### src/rtl/block_transfer_sequencer_pkg.sv
// Shared definitions for the block transfer sequencer: state encoding, the
// default byte step and the lowest-set-bit helper used to walk the register list.
package block_transfer_sequencer_pkg;

  localparam int BTS_STEP_DEFAULT = 4;

  typedef enum logic [2:0] {
    ST_IDLE = 3'd0,
    ST_MEM  = 3'd1,
    ST_WB   = 3'd2,
    ST_BASE = 3'd3,
    ST_DONE = 3'd4
  } state_t;

  function automatic logic [3:0] lowestSetIndex(input logic [15:0] list);
    logic [3:0] idx;
    idx = 4'd0;
    // Scanning downwards leaves the lowest set index as the final value.
    for (int i = 15; i >= 0; i--) begin
      if (list[i]) idx = 4'(i);
    end
    return idx;
  endfunction

endpackage

### src/rtl/block_transfer_sequencer_popcount16.sv
// Combinational population count of a 16-bit register list.
module popcount16 (
  input  logic [15:0] i_bits,
  output logic [4:0]  o_count
);

  always_comb begin
    o_count = 5'd0;
    for (int i = 0; i < 16; i++) begin
      o_count = o_count + {4'd0, i_bits[i]};
    end
  end

endmodule

### src/rtl/block_transfer_sequencer.sv
// ARM-style LDM/STM sequencer: walks a 16-bit register list, issuing one memory
// access per register, writing loads back to the register file and updating the base.
module block_transfer_sequencer
  import block_transfer_sequencer_pkg::*;
#(
  parameter int DW   = 32,
  parameter int STEP = BTS_STEP_DEFAULT
) (
  input  logic          i_clk,
  input  logic          i_rst_n,
  input  logic          i_start,
  input  logic          i_load,
  input  logic [15:0]   i_regList,
  input  logic [3:0]    i_baseReg,
  input  logic [DW-1:0] i_baseAddr,
  input  logic          i_up,
  input  logic          i_preIndex,
  input  logic          i_writeBack,
  output logic          o_memReq,
  output logic          o_memWrite,
  output logic [DW-1:0] o_memAddr,
  output logic [DW-1:0] o_memWrData,
  input  logic          i_memDone,
  input  logic [DW-1:0] i_memRdData,
  output logic [3:0]    o_rfAddrOut,
  input  logic [DW-1:0] i_rfDataOut,
  output logic [3:0]    o_rfAddrIn,
  output logic [DW-1:0] o_rfDataIn,
  output logic          o_rfEnable,
  output logic          o_busy,
  output logic          o_done
);

  state_t        r_state;
  logic [15:0]   r_list;
  logic          r_load;
  logic          r_baseWrite;
  logic [3:0]    r_baseReg;
  logic [DW-1:0] r_newBase;
  logic [DW-1:0] r_addr;
  logic          r_memReq;
  logic          r_memWrite;
  logic [3:0]    r_rfAddrOut;
  logic [3:0]    r_rfAddrIn;
  logic [DW-1:0] r_rfDataIn;
  logic          r_rfEnable;
  logic          r_busy;
  logic          r_done;

  logic [4:0]    w_cnt;
  logic [DW-1:0] w_span;
  logic [DW-1:0] w_firstAddr;
  logic [DW-1:0] w_nextAddr;
  logic [15:0]   w_remaining;
  logic [3:0]    w_cur;
  logic [3:0]    w_nextReg;
  logic          w_advance;

  popcount16 u_popcount (
    .i_bits  (i_regList),
    .o_count (w_cnt)
  );

  assign w_span      = DW'(STEP) * DW'(w_cnt);
  assign w_nextAddr  = r_addr + DW'(STEP);
  assign w_remaining = r_list & (r_list - 16'd1);
  assign w_cur       = lowestSetIndex(r_list);
  assign w_nextReg   = lowestSetIndex(w_remaining);
  assign w_advance   = ((r_state == ST_MEM) && i_memDone && !r_load) || (r_state == ST_WB);

  // Decrementing modes still walk upwards, so the lowest address is computed up front.
  always_comb begin
    case ({i_preIndex, i_up})
      2'b01:   w_firstAddr = i_baseAddr;
      2'b11:   w_firstAddr = i_baseAddr + DW'(STEP);
      2'b00:   w_firstAddr = i_baseAddr - w_span + DW'(STEP);
      default: w_firstAddr = i_baseAddr - w_span;
    endcase
  end

  always_ff @(posedge i_clk or negedge i_rst_n) begin
    if (!i_rst_n) begin
      r_state     <= ST_IDLE;
      r_list      <= '0;
      r_load      <= 1'b0;
      r_baseWrite <= 1'b0;
      r_baseReg   <= '0;
      r_newBase   <= '0;
      r_addr      <= '0;
      r_memReq    <= 1'b0;
      r_memWrite  <= 1'b0;
      r_rfAddrOut <= '0;
      r_rfAddrIn  <= '0;
      r_rfDataIn  <= '0;
      r_rfEnable  <= 1'b1;
      r_busy      <= 1'b0;
      r_done      <= 1'b0;
    end else begin
      r_done     <= 1'b0;
      r_rfEnable <= 1'b1;
      case (r_state)
        ST_IDLE: begin
          if (i_start) begin
            r_list      <= i_regList;
            r_load      <= i_load;
            r_baseReg   <= i_baseReg;
            r_newBase   <= i_up ? (i_baseAddr + w_span) : (i_baseAddr - w_span);
            r_baseWrite <= i_writeBack && !(i_load && i_regList[i_baseReg]);
            r_addr      <= w_firstAddr;
            r_rfAddrOut <= lowestSetIndex(i_regList);
            r_busy      <= 1'b1;
            if (i_regList != 16'd0) begin
              r_state    <= ST_MEM;
              r_memReq   <= 1'b1;
              r_memWrite <= ~i_load;
            end else begin
              r_state <= ST_DONE;
            end
          end
        end
        ST_MEM: begin
          if (i_memDone && r_load) begin
            r_memReq   <= 1'b0;
            r_rfEnable <= 1'b0;
            r_rfAddrIn <= w_cur;
            r_rfDataIn <= i_memRdData;
            r_state    <= ST_WB;
          end
        end
        ST_WB: ;
        ST_BASE: r_state <= ST_DONE;
        // Done is presented in the first IDLE cycle so Busy covers the DONE state itself.
        ST_DONE: begin
          r_done  <= 1'b1;
          r_busy  <= 1'b0;
          r_state <= ST_IDLE;
        end
        default: r_state <= ST_IDLE;
      endcase

      if (w_advance) begin
        r_list <= w_remaining;
        r_addr <= w_nextAddr;
        if (w_remaining != 16'd0) begin
          r_state     <= ST_MEM;
          r_memReq    <= 1'b1;
          r_rfAddrOut <= w_nextReg;
        end else begin
          r_memReq   <= 1'b0;
          r_memWrite <= 1'b0;
          if (r_baseWrite) begin
            r_state    <= ST_BASE;
            r_rfEnable <= 1'b0;
            r_rfAddrIn <= r_baseReg;
            r_rfDataIn <= r_newBase;
          end else begin
            r_state <= ST_DONE;
          end
        end
      end
    end
  end

  assign o_memReq    = r_memReq;
  assign o_memWrite  = r_memWrite;
  assign o_memAddr   = r_addr;
  assign o_memWrData = (r_memReq && r_memWrite) ? i_rfDataOut : '0;
  assign o_rfAddrOut = r_rfAddrOut;
  assign o_rfAddrIn  = r_rfAddrIn;
  assign o_rfDataIn  = r_rfDataIn;
  assign o_rfEnable  = r_rfEnable;
  assign o_busy      = r_busy;
  assign o_done      = r_done;

endmodule

### config.mk
export PLATFORM = sky130hd
export DESIGN_NAME = block_transfer_sequencer
export DESIGN_NICKNAME = d
export VERILOG_FILES = /design/src/rtl/block_transfer_sequencer_pkg.sv /design/src/rtl/block_transfer_sequencer_popcount16.sv /design/src/rtl/block_transfer_sequencer.sv
export SDC_FILE = /design/constraint.sdc
export NUM_CORES = 1
export LEC_CHECK = 0
export ABC_AREA = 1
export BUFFER_PORTS_ARGS = -buffer_cell sky130_fd_sc_hd__buf_4
export CORE_ASPECT_RATIO = 1.75
export CORE_MARGIN = 4
export CORE_UTILIZATION = 55
export DETAILED_ROUTE_END_ITERATION = 8
export GPL_TIMING_DRIVEN = 0
export PLACE_DENSITY = 0.79
export SYNTH_ARGS = -nofsm -noshare
export SYNTH_HDL_FRONTEND = slang
export SYNTH_SLANG_ARGS = --single-unit
export TNS_END_PERCENT = 100
### constraint.sdc
create_clock -name i_clk -period 3.15 [get_ports i_clk]
set_clock_uncertainty 0.05 [all_clocks]
set_input_delay 0.63 -clock i_clk [delete_from_list [all_inputs] [get_ports i_clk]]
set_output_delay 0.63 -clock i_clk [all_outputs]
set_load 0.02 [all_outputs]
## Word-level counts from Yosys, hierarchy flattened

Index checks and enable logic that the tools add are counted.
Widths: inputs -> output; s select.

| operators by class | value |
|---|---|
| add/subtract/negate cells | 21 |
| $lt $le $gt $ge | 1 |
| equality and inequality tests | 11 |
| muxes and demuxes | 99 |
| bitwise operators | 2 |
| reductions and logical operators | 22 |

Operators with widths:

| operator | count |
|---|---|
| $mux 32 | 10 |
| $mux 4 | 57 |
| $add 32x3->32 const B | 3 |
| $pmux 32 s3 | 1 |
| $add 5x1->5 | 14 |
| $mux 16 | 3 |
| $add 32x7->32 | 1 |
| $reduce_bool 16->1 | 2 |
| $sub 32x7->32 | 1 |
| $mux 1 | 18 |
| $mux 3 | 6 |
| $and 16x16->16 | 1 |
| $sub 16x1->16 const B | 1 |
| $pmux 3 s4 | 1 |
| $eq 3x2->1 const B | 2 |
| $logic_and 1x1->1 | 6 |
| $ne 3x3->1 const B | 2 |
| $reduce_and 2->1 | 3 |
| $reduce_bool 2->1 | 3 |
| $lt 4x5->1 const B | 1 |
| $bmux 1 s4 | 1 |
| $ne 2x2->1 const B | 2 |
| $pmux 1 s2 | 2 |
| $reduce_and 4->1 | 1 |
| 13 further kinds | 14 |

| word-level totals | value |
|---|---|
| flip-flop bits (word level) | 134 |
| input port bits | 124 |
| output and inout port bits | 109 |
| logic and storage cells | 171 |

## Longest topological paths before layout

| logic depth | value |
|---|---|
| depth after elaboration | 21 |
| mapped depth | 37 |
| depth with buffers taken out | 36 |

## Hierarchy

From an unflattened synthesis, not the netlist that was laid out.

| second synthesis, totals | value |
|---|---|
| cell total of the unflattened synthesis | 1,978 |
| area total of the unflattened synthesis | 12,435.7 sq um |

By module, submodules not included:

| module | times used | cells an instance | area an instance (sq um) | seq. area each (sq um) |
|---|---|---|---|---|
| block_transfer_sequencer | 1 | 1,926 | 12,021.5 | 3,354.5 |
| popcount16 | 1 | 52 | 414.1 | 0.0 |

## Worst setup path after synthesis

OpenSTA, ideal clock, no wires.

| path | value |
|---|---|
| path type | input to register |
| from | input i_regList[1] |
| to | register r_addr[28], in the netlist o_memAddr[28] |
| setup time | 0.121 ns |
| data arrival time | 5.977 ns |
| data required time | 2.979 ns |
| path slack | -2.998 ns |
| stages on the path | 28 |
| buffers on the path | 0 |
| cell sequence | inv_1 -> ha_1 -> inv_1 -> fa_1 -> fa_1 -> fa_1 -> fa_1 -> fa_1 -> fa_1 -> inv_1 -> fa_1 -> o21ai_1 -> ha_1 -> inv_1 -> a21oi_1 -> nand3_1 -> nor2_2 -> nand3_2 -> nor2_4 -> nand2_2 -> nor2_4 -> nand2_2 -> nor2_1 -> nand2_1 -> nand3_1 -> nand2_1 -> nand2_1 -> nand2_1 |

| between the ends | value |
|---|---|
| word-level cells in the longest chain between the ends | 21 |

RTL lines:

| item | RTL line | RTL |
|---|---|---|
| start: declaration | block_transfer_sequencer.sv:13 | `input logic [15:0] i_regList,` |
| $add 1x1->2 * | block_transfer_sequencer_popcount16.sv:10 | `o_count = o_count + {4'd0, i_bits[i]};` |
| $add 5x1->5 * (14 in series) | block_transfer_sequencer_popcount16.sv:10 |  |
| $sub 32x7->32 * | block_transfer_sequencer.sv:76, block_transfer_sequencer.sv:77 |  |
| $add 32x3->32 | block_transfer_sequencer.sv:76 | `2'b00: w_firstAddr = i_baseAddr - w_span + DW'(STEP);` |
| $pmux 32 s3 * | block_transfer_sequencer.sv:73 | `case ({i_preIndex, i_up})` |
| $mux 32 * | block_transfer_sequencer.sv:103 | `if (i_start) begin` |
| $mux 32 * | block_transfer_sequencer.sv:101 | `case (r_state)` |
| $mux 32 * | block_transfer_sequencer.sv:141 | `if (w_advance) begin` |
| end signal: assignment | block_transfer_sequencer.sv:109 | `r_addr <= w_firstAddr;` |
| end signal: assignment | block_transfer_sequencer.sv:143 | `r_addr <= w_nextAddr;` |
| end: declaration | block_transfer_sequencer.sv:40 | `logic [DW-1:0] r_addr;` |

Mark *: on every way between the ends. The rest lies on a longest branch, timed or not. The select of a mux whose other input is x is not followed.
A chain may end at the register's enable or synchronous reset.

## Final worst setup path

| path | value |
|---|---|
| from | input i_regList[0] |
| to | register r_addr[16], in the netlist o_memAddr[16] |

Same word-level chain as after synthesis.

==> qor.yml <==
power:
  ir_worst_vdd_uv: 1620
  p_total_uw: 15100
  cellPowerDensity_mw_per_mm2: 914
  leakage_uw: 0.00813
layout:
  diodes: 0
  fillCellCount: 1644
  layout-drive-gt1-share: 0.303
  regArea_mm2: 0.00335
  final_cell_area_mm2: 0.0166
  finalNetCount: 2335
  area_growth_pct: 37.6
  multiInputGateArea_mm2: 0.00847
clock_tree:
  clockRootBuffer: "clkbuf_16"
  cts_sinks: 134
  htree_levels: 4
  cts_made_buffers: 17
  clock_latency_ns: 0.43
  clockBufferDepth: 2
  clk_pin_slew_ns: 0.06
  tritoncts: "yes"
sta:
  finalCritPeriodShare: 2.00
  finalHoldViolCount: 0
  setup_violations: 60
  slew_viol_final: 0
  worst_slew_pin_slew_ns: 1.17
  max_freq_ghz: 0.159
  rsz0062_at_grt: "yes"
  setup_ws_ns: -3.14
  post-route-min-period_ns: 6.29
  final.setup.tns_ns: -157.74
  relSlewSlack: 0.222
detailed_routing:
  dr.pass1.iters: 9
  route.detailed.drc: 0
  ant_nets: 0
  routedWlPerCell_um: 22.6
  drtIter0Drc: 1833
  via_count: 14996
  wirelength_um: 56100
  vias_per_cell: 6.04
worst_setup_path:
  r2r-start: "r_state[0]$_DFFE_PN0P_"
  critical_path_class: "input pin to register"
  arrival_ns: 6.59
  cp_max_fo: 3
  start_kind: "input pin"
  crit_start: "i_regList[0]"
  cp-end-kind: "register"
  critical_path_required_ns: 3.45
floorplan:
  ios: 233
  die_h_um: 204
  initial_core_util: 0.559
  core_area_mm2: 0.0215
  die_w_um: 120
  dieArea_mm2: 0.0244
  num_rows: 71
run_status:
  failed_checks: "negative setup slack"
  status: "finished, violations left"
yosys:
  synth_top_area_cell: "dfrtp_1"
  ys_seq_elements: 134
  async_flop_share: 1.00
  synth.most_common_cell: "nand2_1"
  ys_warn_count: 0
  yosysTopAreaCellShare: 0.277
  syn_area_per_cell_um2: 6.47
  synth_cell_type_count: 58
  synth.net_count: 2016
  syn_area_mm2: 0.0120
  ys.flop_type: "dfrtp_1"
  synth_edf_count: 0
  synthCells: 1857
  synth_common_cells: "483 x nand2_1, 232 x inv_1, 175 x nor2_1, 158 x nand3_1, 133 x dfrtp_1"
  yosys-top-cells-area: "dfrtp_1 28%, nand2_1 15%, inv_1 7.2%"
  synth-seq-area-share: 0.279
global_route:
  grt_overflow: 0
  grt_pass1_wl_um: 78900
  grt_pass1_vias: 14508
  antenna_found_initial: 0
  grt_max_degree: 98
  grt_util_all_layers: 0.421
run:
  max_cap_viol_count: 0
place:
  gp_congestion: 1.01
  hpwlAfterDp_um: 39000
  io_buffers: 218
  place_area_mm2: 0.0142
hold_path:
  hold_class: "input pin to async pin"
==> layer usage <==
layer / GRT usage / vias up / share of wire
li1: - / 6653 / -
met1: 0.410 / 6817 / 0.30
met2: 0.741 / 1112 / 0.48
met3: 0.0905 / 412 / 0.10
met4: 0.368 / 2 / 0.11
met5: 0 / - / 0.00070
==> cells by family (layout without fill, tap and decap cells) <==
group / count (synthesis) / after routing / synth area share
flops: 134 / 134 / 0.279
compound gates: 340 / 340 / 0.164
buf+inv: 329 / 661 / 0.113
simple gates: 978 / 978 / 0.371
fa+ha+maj: 35 / 35 / 0.0439
xor+xnor: 41 / 41 / 0.0299
==> power breakdown <==
part,switching [µW],internal (µW)
Combinational,6150,3670
Sequential,815,2540
Clock,794,1150
==> cell usage in the layout (no fill, tap or decap), types with 15 or more instances in the layout <==
master	count
nand3_2	32
inv_1	215
nand2_2	54
nand2_4	28
nor2_2	19
clkbuf_16	17
a21oi_1	100
nor2_1	158
nand3_1	125
o21ai_1	63
nor2_4	35
inv_2	23
buf_4	276
o211ai_1	23
xor2_1	24
a21oi_2	15
nor3_1	16
buf_2	15
clkbuf_1	48
o21ai_0	55
dfrtp_1	133
nand2_1	441
nand4_1	22
nand3_4	16
buf_6	35
==> sequential cells by signal (all words and copies together) (netlist names) <==
| name | flops |
|---|---|
| r_newBase | 32 |
| r_baseReg | 4 |
| o_memWrite | 1 |
| o_busy | 1 |
| o_memAddr | 32 |
| r_state | 3 |
| o_rfEnable | 1 |
| r_load | 1 |
| r_list | 16 |
| o_rfAddrIn | 4 |
| o_rfDataIn | 32 |
| r_baseWrite | 1 |
| o_rfAddrOut | 4 |
| o_memReq | 1 |
| o_done | 1 |
==> what timing repair did <==
| item | CTS | global route |
|---|---|---|
| cloned | 1 | 0 |
| setup buffers | 46 | 50 |
| endpoints found under the setup margin | 60 | 60 |
| resized for setup | 168 | 142 |
| hold buffers | 0 | 0 |
| pin swaps | 60 | 101 |
==> per-stage QoR <==
stage,hold slack [ns],std cells,setup WS [ns],utilization
detailed placement,0.418,2368,-3.61,0.659
global route,0.0722,2481,-3.37,0.770
floorplan,0.284,1857,-2.83,-
CTS,0.0595,2446,-2.85,0.732
global placement,0.410,2367,-3.54,0.657
finish,0.0550,2481,-3.14,0.770
==> worst max-delay path: stages <==
cell	delay [ns]
buf_8	0.08
inv_4	0.03
ha_4	0.26
inv_2	0.03
fa_1	0.50
fa_1	0.44
fa_1	0.54
fa_1	0.43
fa_2	0.38
fa_2	0.64
inv_4	0.08
fa_2	0.45
o21ai_2	0.18
ha_2	0.25
inv_2	0.06
a21oi_4	0.13
nand3_2	0.13
nor2_4	0.21
nand3_4	0.12
nor2_4	0.18
nand2_4	0.09
buf_6	0.12
o21bai_1	0.14
o211ai_1	0.10
nand2_1	0.10
nand3b_1	0.11
a21oi_2	0.17
==> worst paths after layout <==
check                      slack [ns]                        end  cells past startpoint
max                             -3.14  o_memAddr[16]$_DFFE_PN0P_                     27
min                              0.06   r_baseReg[0]$_DFFE_PN0P_                      1
max reg2reg                     -0.02  o_memAddr[19]$_DFFE_PN0P_                      9
min reg2reg                      0.43   o_rfDataIn[29]$_DFF_PN0_                      2
max in group asynchronous        2.17   o_rfDataIn[25]$_DFF_PN0_                      2
min in group i_clk               0.39   r_newBase[0]$_DFFE_PN0P_                      3
==> layout make-up <==
type,count,area share
multi-input cells,1394,0.512
flip-flops and latches,134,0.203
repair buffers,301,0.146
inverters,249,0.0583
clock buffers,18,0.0259
plain buffers,79,0.0252
well taps,292,0.0221
clock inverters,14,0.00824
Note: power is estimated with default switching activity, not from simulation.
